File: config.mk
export PLATFORM = sky130hd
export DESIGN_NAME = pipe_mem_stage
export DESIGN_NICKNAME = d
export VERILOG_FILES = /design/src/rtl/pipe_mem_stage.sv
export SDC_FILE = /design/constraint.sdc
export NUM_CORES = 1
export LEC_CHECK = 0
export CAP_MARGIN = 20
export CORE_MARGIN = 4
export CORE_UTILIZATION = 25
export DETAILED_ROUTE_END_ITERATION = 8
export PLACE_DENSITY_LB_ADDON = 0.2
export REMOVE_ABC_BUFFERS = 1
export SYNTH_ARGS = -nofsm -noshare
export SYNTH_HDL_FRONTEND = slang
export SYNTH_SLANG_ARGS = --single-unit
File: constraint.sdc
create_clock -name clk -period 2.03 [get_ports clk]
set_clock_uncertainty 0.2 [all_clocks]
set_input_delay 0.406 -clock clk [delete_from_list [all_inputs] [get_ports clk]]
set_output_delay 0.406 -clock clk [all_outputs]
set_load 0.005 [all_outputs]
File: src/rtl/pipe_mem_stage.sv
// pipe_mem_stage: memory-stage controller behind the EX/MEM pipeline register.
//
// It takes the registered EX/MEM fields and runs loads and stores on a
// handshaked data-memory bus. While an access is outstanding, it stalls the
// front of the pipeline. It also produces the MEM/WB register outputs.
//
// Ports
//   clk, rst                       clock; asynchronous active-low reset
//   i_wreg/i_m2reg/i_wmem          EX/MEM control (reg write, load, store)
//   i_alu, i_b, i_rn               EX/MEM address/ALU result, store data, dest reg
//   dm_req/dm_we/dm_addr/dm_wdata  data-memory request (held until ack/timeout)
//   dm_rdata, dm_ack               data-memory response (ack is a 1-cycle strobe)
//   o_stall                        combinational front-of-pipe freeze
//   o_wreg/o_m2reg/o_mo/o_alu/o_rn MEM/WB register
//   o_err                          sticky bus-timeout flag
module pipe_mem_stage #(
    parameter int unsigned MAX_WAIT = 15
) (
    input  logic        clk,
    input  logic        rst,
    input  logic        i_wreg,
    input  logic        i_m2reg,
    input  logic        i_wmem,
    input  logic [31:0] i_alu,
    input  logic [31:0] i_b,
    input  logic [4:0]  i_rn,
    output logic        dm_req,
    output logic        dm_we,
    output logic [31:0] dm_addr,
    output logic [31:0] dm_wdata,
    input  logic [31:0] dm_rdata,
    input  logic        dm_ack,
    output logic        o_stall,
    output logic        o_wreg,
    output logic        o_m2reg,
    output logic [31:0] o_mo,
    output logic [31:0] o_alu,
    output logic [4:0]  o_rn,
    output logic        o_err
);

    localparam int unsigned CntW = (MAX_WAIT > 0) ? $clog2(MAX_WAIT + 1) : 1;
    localparam logic [CntW-1:0] CntMax = CntW'(MAX_WAIT);

    typedef enum logic [1:0] {StIdle, StBusy, StDone} state_e;

    state_e          state_q, state_d;
    logic [CntW-1:0] cnt_q, cnt_d;
    logic            req_q, req_d;
    logic            we_q, we_d;
    logic [31:0]     addr_q, addr_d;
    logic [31:0]     wdata_q, wdata_d;
    logic [31:0]     rdata_q, rdata_d;
    logic            err_q, err_d;
    logic            wb_wreg_q, wb_wreg_d;
    logic            wb_m2reg_q, wb_m2reg_d;
    logic [31:0]     wb_mo_q, wb_mo_d;
    logic [31:0]     wb_alu_q, wb_alu_d;
    logic [4:0]      wb_rn_q, wb_rn_d;

    logic memop;
    assign memop = i_m2reg | i_wmem;

    always_comb begin
        state_d    = state_q;
        cnt_d      = cnt_q;
        req_d      = req_q;
        we_d       = we_q;
        addr_d     = addr_q;
        wdata_d    = wdata_q;
        rdata_d    = rdata_q;
        err_d      = err_q;
        // MEM/WB gets a bubble unless an instruction completes this cycle.
        wb_wreg_d  = 1'b0;
        wb_m2reg_d = 1'b0;
        wb_mo_d    = '0;
        wb_alu_d   = '0;
        wb_rn_d    = '0;
        o_stall    = 1'b0;

        unique case (state_q)
            StIdle: begin
                if (memop) begin
                    o_stall = 1'b1;
                    state_d = StBusy;
                    req_d   = 1'b1;
                    // A store takes priority when both load and store are set.
                    we_d    = i_wmem;
                    addr_d  = i_alu;
                    wdata_d = i_b;
                    cnt_d   = '0;
                end else begin
                    wb_wreg_d  = i_wreg;
                    wb_m2reg_d = i_m2reg;
                    wb_alu_d   = i_alu;
                    wb_rn_d    = i_rn;
                end
            end
            StBusy: begin
                o_stall = 1'b1;
                // An ack takes priority over the timeout in the same cycle.
                if (dm_ack) begin
                    rdata_d = we_q ? 32'h0 : dm_rdata;
                    req_d   = 1'b0;
                    state_d = StDone;
                end else if (cnt_q == CntMax) begin
                    err_d   = 1'b1;
                    req_d   = 1'b0;
                    rdata_d = 32'h0;
                    state_d = StDone;
                end else begin
                    cnt_d = cnt_q + 1'b1;
                end
            end
            StDone: begin
                // EX/MEM is still frozen, so its fields belong to this access.
                wb_wreg_d  = i_wreg;
                wb_m2reg_d = i_m2reg;
                wb_alu_d   = i_alu;
                wb_rn_d    = i_rn;
                wb_mo_d    = rdata_q;
                state_d    = StIdle;
            end
            default: begin
                state_d = StIdle;
            end
        endcase
    end

    always_ff @(posedge clk or negedge rst) begin
        if (!rst) begin
            state_q    <= StIdle;
            cnt_q      <= '0;
            req_q      <= 1'b0;
            we_q       <= 1'b0;
            addr_q     <= '0;
            wdata_q    <= '0;
            rdata_q    <= '0;
            err_q      <= 1'b0;
            wb_wreg_q  <= 1'b0;
            wb_m2reg_q <= 1'b0;
            wb_mo_q    <= '0;
            wb_alu_q   <= '0;
            wb_rn_q    <= '0;
        end else begin
            state_q    <= state_d;
            cnt_q      <= cnt_d;
            req_q      <= req_d;
            we_q       <= we_d;
            addr_q     <= addr_d;
            wdata_q    <= wdata_d;
            rdata_q    <= rdata_d;
            err_q      <= err_d;
            wb_wreg_q  <= wb_wreg_d;
            wb_m2reg_q <= wb_m2reg_d;
            wb_mo_q    <= wb_mo_d;
            wb_alu_q   <= wb_alu_d;
            wb_rn_q    <= wb_rn_d;
        end
    end

    assign dm_req   = req_q;
    assign dm_we    = we_q;
    assign dm_addr  = addr_q;
    assign dm_wdata = wdata_q;
    assign o_wreg   = wb_wreg_q;
    assign o_m2reg  = wb_m2reg_q;
    assign o_mo     = wb_mo_q;
    assign o_alu    = wb_alu_q;
    assign o_rn     = wb_rn_q;
    assign o_err    = err_q;

endmodule

After elaboration in Yosys (flattened, before gate mapping)
Index checks and enable logic that the tools add are counted.

Word-level logic and storage cells: 58. Output and inout bits: 139. Register bits: 176. Bits of input ports: 107.

Add/sub/neg operators: 1. Muxes and demuxes: 26. Bitwise operators: 2. Eq/ne operators: 7. Reductions and logical operators: 9.

Operators by type and width (count): two-way mux 32 bit (5); case mux 32 bit (2 select lines) (1); two-way mux 4 bit (3); case mux 5 bit (2 select lines) (1); case mux 1 bit (2 select lines) (4); case mux 4 bit (2 select lines) (1); two-way mux 1 bit (6); two-way mux 2 bit (3); != test 2 bit (second input constant) (3); AND reduction 2 bit (3); AND reduction 3 bit (2); two-way mux 5 bit (1); adder 4 x 1 -> 4 bit (second input constant) (1); equality test 4 bit (second input constant) (1); case mux 2 bit (2 select lines) (1); AND reduction 4 bit (1); nonzero test 2 bit (2); != test 3 bit (second input constant) (1); equality test 2 x 1 -> 1 bit (second input constant) (1); equality test 2 bit (second input constant) (1); zero test 2 bit (1); NOT 1 bit (1); bitwise OR 1 bit (1).

Longest topological paths before layout
Gate-level depths: netlist (run 1).

Depth after elaboration: 4. Depth in mapped cells: 5. Gate-level depth less buffers: 4.

Worst setup path after synthesis (run 1)
No wires, ideal clock.

Kind: register -> register. Start: register state_q[0]. End: register wdata_q[10] (netlist: dm_wdata[10]). Buffers on the path: 1. Setup slack: 0.399 ns. Period minus slack after synthesis: 1.631 ns. Library setup time: 0.127 ns. Required time: 1.703 ns. Data arrival time: 1.304 ns. Cell stages (with the launch flop): 5. Path through: dfrtp_1 > or2_4 > nor2_8 > buf_6 > mux2_1.

Longest elaborated chain between the ends: 2.

RTL lines: start, declared (RTL line 47) `state_e state_q, state_d;`; start signal, assigned (RTL line 132) `state_q <= StIdle;`; start signal, assigned (RTL line 146) `state_q <= state_d;`; zero test 2 bit (RTL line 81) `unique case (state_q)`; AND reduction 2 bit (no source line); end signal, assigned (RTL line 151) `wdata_q <= wdata_d;`; end, declared (RTL line 52) `logic [31:0] wdata_q, wdata_d;`.

No other way between the ends. A chain may end at the register's enable or synchronous reset.

Worst setup path after layout (run 1)
Start: register we_q (netlist: dm_we). End: output dm_we.

RTL lines: start, declared (RTL line 50) `logic we_q, we_d;`; start signal, assigned (RTL line 149) `we_q <= we_d;`; end, declared (RTL line 28) `output logic dm_we,`.

No word-level cell between the ends.

==> flow_summary.toml, run 1 <==
[placement]
dp.cells = 969
dp_slack_ns = -0.135
dpl.hpwl_um = 11900
port_buffers = 245
place_congestion = 0.720

[yosys]
synth_edf_count = 0
syn_area_um2 = 6270
synth_flop_cell = "dfrtp_1"
avgSynthCellArea_um2 = 15.7
synthTopCellsByCount = "dfrtp_1, and2_1, a22o_1, mux2_1, mux2_2"
synthTopCellsByArea = "dfrtp_1, and2_1, mux2_1"
synthArstFlopShare_pct = 100
synth.most_common_cell = "dfrtp_1"
synth.distinct_cells = 37
ys_seq_area_share_pct = 70.2
synth.top_cell.area_share_pct = 70.2
ys_ff_latch = 176
syn_inst = 400
synth_top_cell_by_area = "dfrtp_1"
yosysWarnings = 0

[setup_path]
startpoint_type = "flip-flop"
path_cells = "clkdlybuf4s50_1"
crit_path_end_kind = "output pin"
reg2reg_from = "state_q[0]$_DFFE_PN0P_"
r2r_cells = 5
cp-endpoint = "dm_we"
cp.arrival_ns = 1.33
r2r_end = "dm_wdata[2]$_DFFE_PN0P_"
crit_type = "flip-flop to output pin"
cpMaxStageDelayCell = "clkdlybuf4s50_1"
max_stage_delay_ns = 0.55
critPathLaunch = "dm_we$_DFFE_PN0P_"
critPathMaxFanout = 3
worstPathRequired_ns = 1.42
path_buf_inv = 1
reg2reg_slack_ns = 0.11
path_delay_family = "buffers and inverters"
path_depth = 1

[timing]
hold_viol_final = 0
fin_crit_sh_pct = 95.5
drv_slew = 0
tightest_slew_ns = 0.450
fmax_mhz = 516
min_period_ns = 1.94
setup_viol = 0
setup_ws_ns = 0.0905
rsz0062_at_grt = "false"
slew_headroom_pct = 70.0

[detailed_routing]
vias_per_cell = 4.16
first_pass_iters = 4
drt_iter0_markers = 198
dr_total_vias = 4176
wire_per_inst_um = 16.2
drtAntennaViolNets = 0
routed_wl_um = 16300
drc = 0

[power_and_ir_drop]
p_per_area_nw_per_um2 = 1310
ir_drop_mv = 0.583
power_leakage_nw = 4.32

[layout]
drive_gt1_share_pct = 14.7
n_fill_cell = 2308
antenna_cells = 0
area_growth_syn_to_layout_pct = 57.7
final_cells = 1004
fin_nets = 775

[grt]
grt_antenna_before_repair = 0
grt_first_pass_wirelength_um = 26700
grt_max_degree = 42
grt_pass1_vias = 4771
globalRouteTotalUtil_pct = 12.1
grt-ovfl-total = 0

[cts]
cts_buffers = 17
clk_latency_ns = 0.42
htreeDepth = 4
cts_tree = "done"
clk_pin_slew_ns = 0.08
clockBufferDepth = 2
cts.sinks = 176
cts_root_buffer = "clkbuf_16"

[floorplanning]
initial_core_util_pct = 25.6
die_area_um2 = 27700
ios = 246
die_w_um = 166
core_um2 = 24500
rows = 57
die_y_um = 166

[hold_path]
hold_class = "input pin to async pin"

[job]
drv_cap = 0

[outcome]
status = "complete, no violations"
worst min path at each step:
stage	from	endpoint	slack (ns)	cells after the start
after CTS	rst	o_mo[6]$_DFF_PN0_	0.27	2
after floorplan	rst	cnt_q[0]$_DFFE_PN0P_	-0.09	0
after global placement	rst	rdata_q[20]$_DFFE_PN0P_	0.16	1
after global routing	rst	o_mo[6]$_DFF_PN0_	0.29	2
after detailed placement	rst	o_mo[6]$_DFF_PN0_	0.17	1
final	rst	o_mo[6]$_DFF_PN0_	0.27	2
power breakdown:
| part | leakage [nW] | switching, mW | internal, mW |
|---|---|---|---|
| registers | 2.25 | 0.536 | 4.66 |
| logic | 1.77 | 1.57 | 2.83 |
| clock network | 0.298 | 1.56 | 1.78 |
cell families (layout without fill, tap and decap cells):
family | Yosys count | count (layout) | synth area share [%]
adders and majority gates | 1 | 1 | 0.199
muxes | 65 | 65 | 11.6
buffers and inverters | 23 | 303 | 2.53
and+or+nand+nor | 90 | 90 | 9.25
AOI/OAI and AO/OA | 45 | 45 | 6.16
DFF | 176 | 176 | 70.2
area by class of cell:
class / instances / area [um^2] / share of cell area, %
sequential: 176 / 4410 / 44.5
timing repair buffer: 268 / 2730 / 27.6
multi-input combinational: 201 / 1730 / 17.5
clock buffer: 17 / 425 / 4.30
tap: 324 / 405 / 4.10
clock inverter: 15 / 189 / 1.91
inverter: 3 / 11.3 / 0.114
placed cells by master, fill, tap and decap left out, types with 2 or more instances in the layout:
master and instances:
dfrtp_2 2, inv_1 3, mux2_2 32, buf_12 8
clkbuf_16 17, and2_1 71, inv_8 6, clkinv_8 3
clkdlybuf4s50_1 243, dfrtp_1 174, nor2b_2 3, buf_4 14
inv_6 2, mux2_1 32, clkinv_4 2, nor2_1 3
a22o_1 33, and3_1 2
metal layers:
layer  vias up  track usage, %  routed length, um  share of wire (%)
met3        21            4.88               1210                7.4
met5         -               0                  0                  0
met2       144            20.6               8170                 50
met1      2101            13.9               6490                 40
li1       1910               -                  -                  -
met4         0            4.20                400                2.5
per-stage QoR:
step	utilization [%]	hold slack, ns	power [mW]	area, um^2	TNS [ns]
2_1_floorplan	-	-0.0896	6.86	6130	0
3_3_place_gp	37.7	0.165	9.64	9250	-8.94
3_5_place_dp	37.7	0.172	9.74	9250	-8.22
4_1_cts	40.3	0.273	13.2	9890	0
5_1_grt	40.3	0.290	13.8	9890	0
6_report	40.3	0.273	12.9	9890	0
state kept, by name, summed over array words and instances (netlist names):
name / count
dm_addr: 32
dm_wdata: 32
o_alu: 32
o_mo: 32
rdata_q: 32
o_rn: 5
cnt_q: 4
state_q: 2
dm_req: 1
dm_we: 1
o_err: 1
o_m2reg: 1
o_wreg: 1
worst register-to-register path: cells and delay by family, from the launching register on:
family,cells,cell delay [ns]
AND/OR/NAND/NOR,2,0.38
multiplexers,1,0.40
flip-flops,1,0.44
buffers and inverters,2,0.37
repair_timing:
item | 4_1_cts | 5_1_grt
endpoints found under the setup margin | 1 | 0
gates resized for setup | 4 | 0
setup buffers | 2 | 0
hold endpoints to repair | 36 | 0
hold buffers | 1 | 0
Power figures use the tool's default switching activity.
==> run 2: changes to the inputs <==
--- a/config.mk
+++ b/config.mk
@@ -6,7 +6,7 @@
 export NUM_CORES = 1
 export LEC_CHECK = 0
 export CAP_MARGIN = 20
-export CORE_MARGIN = 4
+export CORE_MARGIN = 5
 export CORE_UTILIZATION = 25
 export DETAILED_ROUTE_END_ITERATION = 8
 export PLACE_DENSITY_LB_ADDON = 0.2
==> flow_summary.toml, run 2 (same netlist as run 1, synthesis figures left out) <==
[placement]
dpl-instance-area_um2 = 9310
port_buffers = 245
place_congestion = 0.762
dpl.hpwl_um = 11700

[floorplanning]
ios = 246
die_y_um = 168
die_area_um2 = 28400
initial_core_util_pct = 25.1
die_w_um = 168
rows = 58
core_um2 = 25000

[cts]
clockBufferDepth = 2
htreeDepth = 4
clk_pin_slew_ns = 0.08
cts_buffers = 17
cts_tree = "done"
clk_latency_ns = 0.42
cts.sinks = 176
cts_root_buffer = "clkbuf_16"

[layout]
final_common_cell = "clkdlybuf4s50_1"
final_cell_mix = "clkdlybuf4s50_1, dfrtp_1, and2_1"
area_growth_syn_to_layout_pct = 59.0
finalInstanceArea_um2 = 9970
fin_nets = 777
drive_gt1_share_pct = 14.8

[timing]
rsz0062_at_grt = "false"
slew_headroom_pct = 71.9
min_period_ns = 1.92
hold_viol_final = 0
drv_slew = 0
tightest_slew_ns = 0.422
fmax_mhz = 520
setup_viol = 0
fin_crit_sh_pct = 94.7

[detailed_routing]
drtAntennaViolNets = 0
drc = 0
routed_wl_um = 16500
first_pass_iters = 4
wire_per_inst_um = 16.2
dr_total_vias = 4151
vias_per_cell = 4.10
drt_iter0_markers = 158

[setup_path]
path_buf_inv = 1
crit_type = "flip-flop to output pin"
max_stage_delay_ns = 0.53
critPathMaxFanout = 2
crit_path_end_kind = "output pin"
reg2reg_slack_ns = 0.15
cpMaxStageDelayCell = "clkdlybuf4s50_1"
cp.arrival_ns = 1.32
startpoint_type = "flip-flop"
worstPathRequired_ns = 1.42
path_cells = "clkdlybuf4s50_1"
path_delay_family = "buffers and inverters"

[outcome]
status = "complete, no violations"

[power_and_ir_drop]
power.total_mw = 13.2
power_leakage_nw = 4.37
p_per_area_nw_per_um2 = 1320
ir_drop_mv = 0.547

[job]
drv_cap = 0

[grt]
grt-ovfl-total = 0
grt_max_degree = 41
grt_pass1_vias = 4731
grt_antenna_before_repair = 1
grt_first_pass_wirelength_um = 26500
globalRouteTotalUtil_pct = 11.9

[hold_path]
hold_class = "input pin to async pin"
-- run 2: cell types whose count changed in the layout (fill, tap and decap cells not counted), moves of 2 or more --
cell / change
clkdlybuf4s50_1: -3
bufinv_16: +2
inv_8: -5
dlymetal6s2s_1: +2
clkinv_8: -3
buf_12: +3
clkbuf_8: +2
inv_6: +3
-- run 2: what timing repair did --
item / in CTS / in global routing
setup buffers: 2 / 0
hold endpoints to repair: 33 / 0
hold buffers: 1 / 0
pin swaps: 0 / 1
resized for setup: 5 / 2
endpoints found under the setup margin: 1 / 2
-- run 2: worst paths after layout --
check	from	to	depth (start not counted)
setup / recovery	dm_addr[10]$_DFFE_PN0P_	dm_addr[10]	1
hold / removal	rst	o_alu[1]$_DFF_PN0_	2
setup reg to reg	state_q[0]$_DFFE_PN0P_	dm_wdata[22]$_DFFE_PN0P_	5
hold reg to reg	rdata_q[0]$_DFFE_PN0P_	o_mo[0]$_DFF_PN0_	1
max in group asynchronous	rst	rdata_q[2]$_DFFE_PN0P_	3
min in group clk	i_wmem	dm_we$_DFFE_PN0P_	3
-- run 2: area by class of cell --
| type | instances | area [um^2] |
|---|---|---|
| inverter | 3 | 11.3 |
| tap | 330 | 413 |
| fill | 2352 | 15000 |
| clock inverter | 12 | 170 |
| multi-input combinational | 201 | 1730 |
| antenna | 1 | 2.50 |
| clock buffer | 20 | 457 |
| sequential | 176 | 4410 |
| timing repair buffer | 270 | 2780 |
-- run 2: power by group --
part / leakage [nW] / internal, mW / switching [mW]
sequential: 2.25 / 4.67 / 0.558
clock: 0.305 / 2.04 / 1.46
combinational: 1.81 / 2.90 / 1.57
total: 4.37 / 9.60 / 3.58
-- run 2: metal layers --
metal	up-vias	GRT usage [%]	part of all wire [%]
li1	1926	-	-
met1	2045	14.5	42
met2	165	17.9	45
met3	15	6.83	11
met4	0	3.60	1.6
met5	-	0	0
-- run 2: per-stage QoR --
step	setup slack (ns)	hold WS, ns	std cells	TNS (ns)	util, %
2_1_floorplan	0.00961	-0.0896	380	0	-
3_3_place_gp	-0.177	0.155	977	-7.58	37.3
3_5_place_dp	-0.181	0.164	977	-8.29	37.3
4_1_cts	0.0222	0.250	1012	0	39.9
5_1_grt	0.0253	0.258	1013	0	39.9
6_report	0.107	0.253	1013	0	39.9
==> run 3: changes to the inputs <==
--- a/config.mk
+++ b/config.mk
@@ -6,11 +6,13 @@
 export NUM_CORES = 1
 export LEC_CHECK = 0
 export CAP_MARGIN = 20
+export CORE_ASPECT_RATIO = 0.5
 export CORE_MARGIN = 5
 export CORE_UTILIZATION = 25
 export DETAILED_ROUTE_END_ITERATION = 8
 export PLACE_DENSITY_LB_ADDON = 0.2
 export REMOVE_ABC_BUFFERS = 1
+export SETUP_SLACK_MARGIN = 0.4
 export SYNTH_ARGS = -nofsm -noshare
 export SYNTH_HDL_FRONTEND = slang
 export SYNTH_SLANG_ARGS = --single-unit
==> flow_summary.toml, run 3 (same netlist as run 1, synthesis figures left out) <==
[placement]
port_buffers = 245
dp_slack_ns = -0.231
dpl.hpwl_um = 12400
place_congestion = 0.670
dp.cells = 990

[layout]
fin_nets = 791
final_util_pct = 38.1
area_growth_syn_to_layout_pct = 51.3
final_common_cell = "dfrtp_1"
final_cells = 1039
antenna_cells = 0
drive_gt1_share_pct = 38.6
final_cell_mix = "dfrtp_1, buf_2, clkdlybuf4s50_1"

[floorplanning]
die_w_um = 234
rows = 41
die_y_um = 122
core_um2 = 24900
ios = 246
initial_core_util_pct = 25.2
die_area_um2 = 28600

[detailed_routing]
drtAntennaViolNets = 0
wire_per_inst_um = 17.4
drc = 0
vias_per_cell = 4.10
routed_wl_um = 18100
dr_total_vias = 4258
drt_iter0_markers = 191
first_pass_iters = 4

[power_and_ir_drop]
p_per_area_nw_per_um2 = 1310
power_leakage_nw = 4.61
power.total_mw = 12.4
ir_drop_mv = 0.462

[timing]
fmax_mhz = 540
drv_slew = 0
setup_viol = 0
fin_crit_sh_pct = 91.3
tightest_slew_ns = 0.418
setup_ws_ns = 0.177
hold_viol_final = 0
slew_headroom_pct = 71.8
rsz0062_at_grt = "true"
min_period_ns = 1.85

[cts]
cts_root_buffer = "clkbuf_16"
clockBufferDepth = 2
clk_latency_ns = 0.43
cts.sinks = 176
clk_pin_slew_ns = 0.07
htreeDepth = 4
cts_tree = "done"
cts_buffers = 17

[grt]
grt_pass1_vias = 4494
grt-ovfl-total = 0
grt_first_pass_wirelength_um = 26600
grt_antenna_before_repair = 1
grt_max_degree = 56
globalRouteTotalUtil_pct = 12.3

[setup_path]
cp.arrival_ns = 1.97
critPathMaxFanout = 6
crit_type = "flip-flop to flip-flop"
worstPathRequired_ns = 2.15
crit_path_end_kind = "flip-flop"
startpoint_type = "flip-flop"

[outcome]
status = "complete, no violations"

[hold_path]
hold_class = "input pin to async pin"

[job]
drv_cap = 0
==> run 3: changes by cell type in the layout (fill, tap and decap cells not counted), moves of 5 or more <==
cell             delta
buf_2             +133
clkdlybuf4s50_1   -137
mux2_1             -13
mux2_4             +13
clkbuf_2            +6
inv_6               -5
==> run 3: through the flow <==
step	TNS (ns)	area, um^2	hold WS, ns
final	0	9490	0.225
after detailed placement	-11.81	9300	0.111
after CTS	0	9320	0.207
after global placement	-13.27	9300	0.113
after global routing	0	9490	0.238
after floorplan	0	6130	-0.0896
==> run 3: repair_timing <==
action	4_1_cts	5_1_grt
endpoints found under the hold margin	101	0
setup buffers	7	3
pin swaps	2	5
gates resized for setup	557	24
hold buffers	1	0
cloned	2	5
endpoints found under the setup margin	248	130
==> run 3: path summary, 6_finish.rpt <==
kind                                        startpoint                       end  slack (ns)  cells past startpoint
max in group asynchronous                          rst   dm_addr[10]$_DFFE_PN0P_        0.78                      3
worst max-delay path            state_q[0]$_DFFE_PN0P_  dm_wdata[21]$_DFFE_PN0P_        0.18                      6
min in group clk                     o_err$_DFFE_PN0P_         o_err$_DFFE_PN0P_        0.26                      1
worst max register to register  state_q[0]$_DFFE_PN0P_  dm_wdata[21]$_DFFE_PN0P_        0.18                      6
worst min register to register       o_err$_DFFE_PN0P_         o_err$_DFFE_PN0P_        0.26                      1
worst min-delay path                               rst  dm_wdata[15]$_DFFE_PN0P_        0.23                      2
==> run 3: per-layer routing <==
| metal | wire length (um) | vias up | GRT usage (%) |
|---|---|---|---|
| li1 | - | 1951 | - |
| met1 | 7240 | 2200 | 14.6 |
| met2 | 9980 | 79 | 22.0 |
| met3 | 533 | 26 | 2.86 |
| met4 | 295 | 2 | 4.47 |
| met5 | 11 | - | 0 |
==> run 3: area by class of cell <==
class / count / area, um^2
Fill cell: 2467 / 15400
Sequential cell: 176 / 4410
Timing Repair Buffer: 284 / 2310
Multi-Input combinational cell: 201 / 1790
Clock buffer: 22 / 474
Tap cell: 344 / 430
Clock inverter: 9 / 61.3
Inverter: 3 / 11.3
==> run 3: where the power goes <==
group	internal [mW]	leakage, nW	switching (mW)	total [mW]
combinational	2.51	2.10	1.74	4.26
clock	1.65	0.262	1.34	2.99
sequential	4.67	2.25	0.530	5.20
==> run 3: worst max-delay path: stages (launching register included) <==
cell	delay (ns)
dfrtp_2	0.44
buf_6	0.14
or2_4	0.25
nor2_8	0.16
buf_12	0.13
buf_16	0.13
mux2_4	0.29
